[src/rtl/color_classifier_hyst.sv]
// Colour classifier: per-channel threshold with hysteresis and an N-sample stability filter.
// The committed 3-bit colour code drives the RGB indicator with a selectable polarity.
module color_classifier_hyst #(
    parameter int unsigned WIDTH      = 16,
    parameter int unsigned TH_R       = 20,
    parameter int unsigned TH_G       = 30,
    parameter int unsigned TH_B       = 30,
    parameter int unsigned HYST       = 5,
    parameter int unsigned STABLE_N   = 3,
    parameter int unsigned ACTIVE_LOW = 1
) (
    input  logic             clk,
    input  logic             rst,
    input  logic             sample_valid,
    input  logic [WIDTH-1:0] red_norm,
    input  logic [WIDTH-1:0] green_norm,
    input  logic [WIDTH-1:0] blue_norm,
    output logic [2:0]       color,
    output logic             color_valid,
    output logic             color_change
);

    localparam int unsigned SN = (STABLE_N == 0) ? 1 : STABLE_N;
    localparam int unsigned CW = $clog2(SN + 1);
    localparam logic [CW-1:0] SN_W = CW'(SN);

    localparam logic [WIDTH-1:0] SET_R = WIDTH'(TH_R);
    localparam logic [WIDTH-1:0] SET_G = WIDTH'(TH_G);
    localparam logic [WIDTH-1:0] SET_B = WIDTH'(TH_B);
    localparam logic [WIDTH-1:0] CLR_R = (TH_R >= HYST) ? WIDTH'(TH_R - HYST) : '0;
    localparam logic [WIDTH-1:0] CLR_G = (TH_G >= HYST) ? WIDTH'(TH_G - HYST) : '0;
    localparam logic [WIDTH-1:0] CLR_B = (TH_B >= HYST) ? WIDTH'(TH_B - HYST) : '0;

    logic [2:0]    r_on;
    logic [2:0]    r_cand;
    logic [CW-1:0] r_cnt;
    logic [2:0]    r_code;
    logic          r_valid;
    logic          r_change;

    logic [2:0]    w_next_on;
    logic [CW-1:0] w_cnt_next;
    logic          w_commit;

    // Strict compares: equality with either level leaves the bit unchanged.
    function automatic logic f_next_on(input logic on, input logic [WIDTH-1:0] v,
                                       input logic [WIDTH-1:0] th, input logic [WIDTH-1:0] lo);
        return on ? !(v < lo) : (v > th);
    endfunction

    always_comb begin
        w_next_on = r_on;
        if (sample_valid) begin
            w_next_on = {f_next_on(r_on[2], blue_norm,  SET_B, CLR_B),
                         f_next_on(r_on[1], green_norm, SET_G, CLR_G),
                         f_next_on(r_on[0], red_norm,   SET_R, CLR_R)};
        end
        if (w_next_on == r_cand) begin
            w_cnt_next = (r_cnt == SN_W) ? r_cnt : r_cnt + CW'(1);
        end else begin
            w_cnt_next = CW'(1);
        end
        w_commit = sample_valid && (w_cnt_next == SN_W);
    end

    always_ff @(posedge clk) begin
        if (rst) begin
            r_on     <= '0;
            r_cand   <= '0;
            r_cnt    <= '0;
            r_code   <= '0;
            r_valid  <= 1'b0;
            r_change <= 1'b0;
        end else begin
            r_change <= 1'b0;
            if (sample_valid) begin
                r_on   <= w_next_on;
                r_cand <= w_next_on;
                r_cnt  <= w_cnt_next;
                if (w_commit) begin
                    r_valid <= 1'b1;
                    if (w_next_on != r_code) begin
                        r_code   <= w_next_on;
                        r_change <= 1'b1;
                    end
                end
            end
        end
    end

    always_comb begin
        color        = (ACTIVE_LOW != 0) ? ~r_code : r_code;
        color_valid  = r_valid;
        color_change = r_change;
    end

endmodule
[config.mk]
export PLATFORM = sky130hd
export DESIGN_NAME = color_classifier_hyst
export DESIGN_NICKNAME = d
export VERILOG_FILES = /design/src/rtl/color_classifier_hyst.sv
export SDC_FILE = /design/constraint.sdc
export NUM_CORES = 1
export LEC_CHECK = 0
export CAP_MARGIN = 40
export CORE_ASPECT_RATIO = 1.4
export CORE_UTILIZATION = 34
export CTS_CLUSTER_DIAMETER = 40
export DETAILED_ROUTE_END_ITERATION = 10
export PLACE_DENSITY = 0.87
export SLEW_MARGIN = 25
export SYNTH_ARGS = -nofsm -noshare
export SYNTH_HDL_FRONTEND = slang
export SYNTH_SLANG_ARGS = --single-unit
[constraint.sdc]
create_clock -name clk -period 6.1 [get_ports clk]
set_input_delay 1.525 -clock clk [delete_from_list [all_inputs] [get_ports clk]]
set_output_delay 1.525 -clock clk [all_outputs]
set_load 0.005 [all_outputs]
* After elaboration in Yosys (flattened, before gate mapping) *
Cells that the tools add are included.

word-level totals
  logic and storage cells = 33
  bits in registers = 10
  output and inout port bits = 5
  input bits = 51

cells by class
  bitwise gates (word level) = 3
  mux-type cells = 7
  add/sub/neg operators = 1
  equality and inequality tests = 4
  reduce and logical (&&, ||, !) cells = 7
  magnitude comparators = 6

operators by type and width
  kind                                                          number
  > comparator 16 x 5 -> 1 bit (second input constant)          3
  less-than comparator 16 x 5 -> 1 bit (second input constant)  2
  less-than comparator 16 x 4 -> 1 bit (second input constant)  1
  == test 2 bit (second input constant)                         2
  2-to-1 mux 1 bit                                              4
  2-to-1 mux 2 bit                                              2
  == test 3 bit                                                 1
  zero test 1 bit                                               3
  2-to-1 mux 3 bit                                              1
  != test 3 bit                                                 1
  NOT 3 bit                                                     1
  AND reduction 3 bit                                           1
  OR reduction 3 bit                                            1
  adder 2 x 1 -> 2 bit (second input constant)                  1
  NOT 1 bit                                                     2
  AND reduction 2 bit                                           1
  logical AND 1 bit                                             1

* Depth between registers and ports, before layout *
Gate-level depths: netlist of run 1.

  depth in word-level cells = 10
  mapped depth = 6
  depth with buffers taken out = 6

* Least setup slack after synthesis of run 1 *
OpenSTA, ideal clock, no wires.

  path type = input-to-reg
  start = in green_norm[6]
  end = reg r_code[0]
  data required time = 5979 ps
  path buffers = 0
  cell stages on the path = 6
  slack = 2987 ps
  arrival time = 2992 ps
  setup time = 121 ps
  cell sequence = or4_4 nor4_4 nor2_1 nor4_2 nand3_2 mux2_2

between the ends
  word-level cells in the longest chain between the ends = 9
  elaborated cells between the ends (all ways) = 11
  those cells by class = order compare: 2; eq/ne: 3; mux: 3; reduce/logical: 3

ends and longest elaborated chain
  item                                  RTL line  source
  start: declaration                    16        input logic [WIDTH-1:0] green_norm,
  less-than comparator 16 x 5 -> 1 bit  48        return on ? !(v < lo) : (v > th);
  zero test 1 bit                       48
  2-to-1 mux 1 bit *                    48
  2-to-1 mux 3 bit *                    53        if (sample_valid) begin
  == test 3 bit                         58        if (w_next_on == r_cand) begin
  2-to-1 mux 2 bit                      58
  == test 2 bit                         63        w_commit = sample_valid && (w_cnt_next == SN_W);
  logical AND 1 bit                     63
  AND reduction 3 bit (no line) *       n/a
  end signal: assignment                83        r_code <= w_next_on;
  end: declaration                      37        logic [2:0] r_code;

Every way passes the cells marked *; elsewhere a longest branch is shown, timed or not.
A chain may end at the register's enable or synchronous reset.

* Worst setup path in the final report of run 1 *
  start = in sample_valid
  end = reg r_code[2]

between the ends
  word-level cells in the longest chain between the ends = 6
  elaborated cells between the ends (all ways) = 7
  those cells by class = eq/ne: 3; mux: 2; reduce/logical: 2

ends and longest elaborated chain
  item                           RTL line  source
  start: declaration             14        input logic sample_valid,
  2-to-1 mux 3 bit               53
  == test 3 bit                  58
  2-to-1 mux 2 bit               58
  == test 2 bit                  63
  logical AND 1 bit              63
  AND reduction 3 bit (no line)  n/a

Several ways; a longest one is shown, not always the timed one.

==> results.cfg, run 1 <==
[power]
p_leak_uw = 0.000438
swShare = 0.247
p_sw_uw = 41.7
p_int_uw = 127
power.density_nw_per_um2 = 132
ir_worst_vdd_mv = 0.122
seqPwrFrac = 0.409
comb_power_share = 0.329
pwr-share-clk = 0.261

[critical_path]
r2r_slack_ps = 4120
r2r_cells = 6
crit_path_start_kind = primary input
worstPathArrival_ps = 3740
critPathCaptureType = register
critPathKind = primary input to register
required_ps = 6260
r2r-start = r_cand[2]
r2r_end = r_code[2]
crit_fanout = 14

[place]
port_buffers = 55
dp_hpwl_um = 1830
dp.cells = 158
post-place-ws_ps = 2250
gp_congestion = 0.830
placed_cell_area_um2 = 1260

[global_route]
grt_pass1_wl_um = 3410
grt_pass1_vias = 856
grt_usage = 0.212
grt_antenna_before_repair = 0
grt_max_degree = 15
overflow = 0

[yosys]
synth_top_area_share = 0.290
ys_seq_area_frac = 0.290
yosysTopAreaCell = dfxtp_1
synthDistinctLibCells = 32
synthesis.area_um2 = 689
synth.area.top_cells = dfxtp_1 (29%), nor4_4 (6.2%), nor2_1 (5.4%)
synth.net_count = 136
synthCells = 85
avgSynthCellArea_um2 = 8.11
synth_seq_cells = 10
ys_warn_count = 0

[final_layout]
syn_to_final_growth_pct = 85.7
drive_gt1_frac = 0.0922
layout_common_cells = clkdlybuf4s50_1 (55), nor2_1 (10), dfxtp_1 (10), nor3_1 (7)
diodes = 0
instances_no_fill = 161
final_area_um2 = 1280
nets = 194
final_common_cell = clkdlybuf4s50_1

[routing]
first_pass_iters = 4
wl_per_cell_um = 13.0
drt_iter0_markers = 9
vias = 864
ant_nets = 0
via_per_inst = 5.37
drc = 0
drt-total-wl_um = 2090

[sta]
fin_skew_ps = 3.97
worstMarginPinSlew_ps = 463
hold_viol_final = 0
fin_crit_sh = 0.587
clock.fmax_ghz = 0.279
fin_crit_ps = 3580
setup-violations-final = 0
finalSetupTns_ps = 0
maxSlewViolCount = 0
rsz0062_at_grt = no
relSlewSlack = 0.691
setup_ws_ps = 2520

[floorplan]
die_w_um = 40.1
start_util = 0.378
rows = 18
die_height_um = 55.3
core_um2 = 1820
ios = 56
dieArea_um2 = 2210

[clocking]
cts_tree = built
cts_hold_buf = 0
clkTransAtPathRegs_ps = 60
post-cts-setup-buffer-count = 0
ctsResizeCount = 0
root_buffer = clkbuf_4
cts_sinks = 10
insertion_delay_ps = 260
clock_path_buffers = 2
cts_made_buffers = 3
htreeDepth = 1

[worst_hold_path]
hold_class = register to register
hold_depth = 2
min-delay-start = color_valid
holdPathEnd = color_valid

[status]
status = complete, no violations

[run]
cap_violations = 0
flip-flops by register name, indices dropped and copies added (netlist names):
signal and cells:
r_cnt 2, color_valid 1, color_change 1, r_cand 3
r_code 3
final cells by class:
type,count,area [um^2]
Fill cell,140,544
Clock buffer,3,22.5
Multi-Input combinational cell,68,463
Inverter,5,18.8
Timing Repair Buffer,55,551
Tap cell,20,25.0
Sequential cell,10,200
worst max-delay path, cell delays in order:
cell,delay (ps)
clkdlybuf4s50_1,650
nand2b_1,260
nor3_1,70
or3_1,380
nor4_2,340
nand3_2,190
mux2_2,310
worst max path at each step:
| stage | from | to |
|---|---|---|
| after detailed placement | sample_valid | r_code[2] |
| after global placement | sample_valid | r_code[0] |
| after floorplan | green_norm[6] | r_code[0] |
| after CTS | sample_valid | r_code[2] |
| final | sample_valid | r_code[2] |
| after global routing | sample_valid | r_code[2] |
cell usage after synthesis:
cell type / instances
mux2_2: 3
or3_1: 1
inv_1: 5
a211oi_1: 1
nor4_2: 1
xnor2_1: 3
buf_1: 1
nor3_1: 7
nand2_1: 5
nand4_1: 3
nand3_1: 3
o32ai_1: 1
o22ai_1: 1
o21a_1: 1
o21ai_0: 5
nand3_2: 1
nor3b_1: 1
clkbuf_1: 1
a221oi_2: 1
nor2_1: 10
o41a_1: 1
a31oi_1: 1
dfxtp_1: 10
a21oi_1: 4
nor4_4: 2
o211ai_1: 1
and3_1: 2
nand3b_1: 1
or4_4: 1
nor4_1: 4
a311oi_2: 1
nand2b_1: 2
stage by stage:
| step | utilization | hold WS [ps] | power, uW |
|---|---|---|---|
| final | 0.702 | 450 | 169 |
| after global routing | 0.702 | 485 | 178 |
| after CTS | 0.702 | 459 | 172 |
| after detailed placement | 0.689 | 447 | 126 |
| after global placement | 0.689 | 445 | 125 |
| after floorplan | - | 442 | 88.1 |
power groups by stage:
stage                     Clock [uW]  Combinational, uW  Sequential, uW
after CTS                       46.7               55.9            69.0
after global placement             0               54.3            70.4
after floorplan                    0               17.9            70.2
after detailed placement           0               55.7            70.5
after global routing            48.3               60.6            69.3
final                           44.1               55.6            69.1
cells by family after synthesis:
logic type             after synthesis  synth area share
AO/OA/AOI/OAI                       18             0.189
buffers and inverters                7            0.0381
AND/OR/NAND/NOR                     44             0.396
XOR/XNOR                             3            0.0381
multiplexers                         3            0.0490
flip-flops                          10             0.290
metal layers:
metal	vias up	routed length, um	global-route usage
li1	434	-	-
met1	392	744	0.222
met2	34	1140	0.380
met3	4	180	0.0201
met4	0	33	0.103
met5	-	0	0
No activity file was read; power rests on OpenSTA's default activity.
==> run 2, diff against run 1 <==
CORE_UTILIZATION = 29   (was 34)
PLACE_DENSITY = 0.8   (was 0.87)
clock period = 2.9 ns   (was 6.1 ns; I/O delays follow)
==> results.cfg, run 2 (synthesis results as in run 1) <==
[status]
status = complete, no violations

[critical_path]
critPathCaptureType = register
max_stage_delay_ps = 450
required_ps = 3060
crit_buf_inv = 1
crit_fanout = 5
critPathKind = primary input to register
slowest_stage = clkdlybuf4s50_1
worstPathArrival_ps = 2790
path_delay_family = simple AND/OR/NAND/NOR gates
crit_path_start_kind = primary input
path_cells = clkdlybuf4s50_1 > nor4_4 > o22ai_1 > or3_1 > nor4_2 > nand3_2 > mux2_2

[final_layout]
nets = 198
layout_common_cells = clkdlybuf4s50_1 (55), nor2_1 (10), dfxtp_1 (10), nor3_1 (7)
final_area_um2 = 1330
instances_no_fill = 168
diodes = 0
syn_to_final_growth_pct = 92.4
drive_gt1_frac = 0.123
final_common_cell = clkdlybuf4s50_1
top_regs = r_cand x3, r_code x3, r_cnt x2
nFillCells = 198

[clocking]
clock_path_buffers = 2
post-cts-setup-buffer-count = 0
cts_sinks = 10
root_buffer = clkbuf_4
ctsResizeCount = 0
htreeDepth = 1
cts_hold_buf = 0
cts_tree = built
clkTransAtPathRegs_ps = 70
cts_made_buffers = 3
insertion_delay_ps = 270

[place]
post-place-ws_ps = -14.3
port_buffers = 55
placed_cell_area_um2 = 1290
dp_hpwl_um = 1820
dp.cells = 164
gp_congestion = 0.688

[power]
power.density_nw_per_um2 = 294
ir_worst_vdd_mv = 0.228
p_leak_uw = 0.000465

[sta]
maxSlewViolCount = 0
fin_skew_ps = 7.24
fin_crit_sh = 0.907
hold_viol_final = 0
relSlewSlack = 0.742
fin_crit_ps = 2630
setup-violations-final = 0
clock.fmax_ghz = 0.380
finalSetupTns_ps = 0
worstMarginPinSlew_ps = 385
rsz0062_at_grt = no
setup_ws_ps = 270

[run]
cap_violations = 0

[floorplan]
die_w_um = 43.2
start_util = 0.313
rows = 20
dieArea_um2 = 2580
ios = 56
core_um2 = 2200
die_height_um = 59.7

[routing]
first_pass_iters = 4
drc = 0
via_per_inst = 5.26
ant_nets = 0
wl_per_cell_um = 12.4
drt_iter0_markers = 9
drt-total-wl_um = 2080
vias = 883

[global_route]
grt_antenna_before_repair = 0
overflow = 0
grt_pass1_wl_um = 3300
grt_max_degree = 11
grt_usage = 0.162
grt_pass1_vias = 874

[worst_hold_path]
hold_class = register to register
## run 2: cell types whose count changed in the layout (fill, tap and decap cells not counted)
| cell | before | now |
|---|---|---|
| clkbuf_8 | 0 | 1 |
| buf_4 | 0 | 4 |
## run 2: metal layers
metal,vias to the layer above,part of all wire,global-route usage
met5,-,0,0
met3,7,0.083,0.0302
li1,443,-,-
met4,0,0.024,0.0693
met1,394,0.36,0.163
met2,39,0.53,0.313
## run 2: where the power goes
part	internal (uW)	switching (uW)	total (uW)
Sequential	142	3.12	145
Combinational	80.0	40.1	120
Clock	76.3	48.7	125
Total	298	91.9	390
## run 2: stage by stage
step           utilization  total power, uW  hold slack, ps
2_1_floorplan            -              185             442
3_3_place_gp         0.586              265             444
3_5_place_dp         0.586              268             442
4_1_cts              0.602              394             454
5_1_grt              0.602              407             481
6_report             0.602              390             450
## run 2: final timing paths
check / cells past startpoint / slack [ps] / startpoint / end
max: 7 / 270 / green_norm[12] / r_code[0]
min: 2 / 450 / color_valid / color_valid
max reg2reg: 6 / 940 / r_cand[1] / r_code[0]
min reg2reg: 2 / 450 / color_valid / color_valid
## run 2: final cells by class
cell class                      count  area [um^2]  share of cell area
Timing Repair Buffer               59          581               0.438
Multi-Input combinational cell     68          463               0.349
Sequential cell                    10          200               0.151
Clock buffer                        4         36.3              0.0274
Tap cell                           22         27.5              0.0208
Inverter                            5         18.8              0.0142
## run 2: worst reg2reg max path, stage by stage, from the launching register on
cell      delay [ps]
dfxtp_1          370
nand2b_1         180
nor3_1            90
or3_1            370
nor4_2           350
nand3_2          190
mux2_2           310
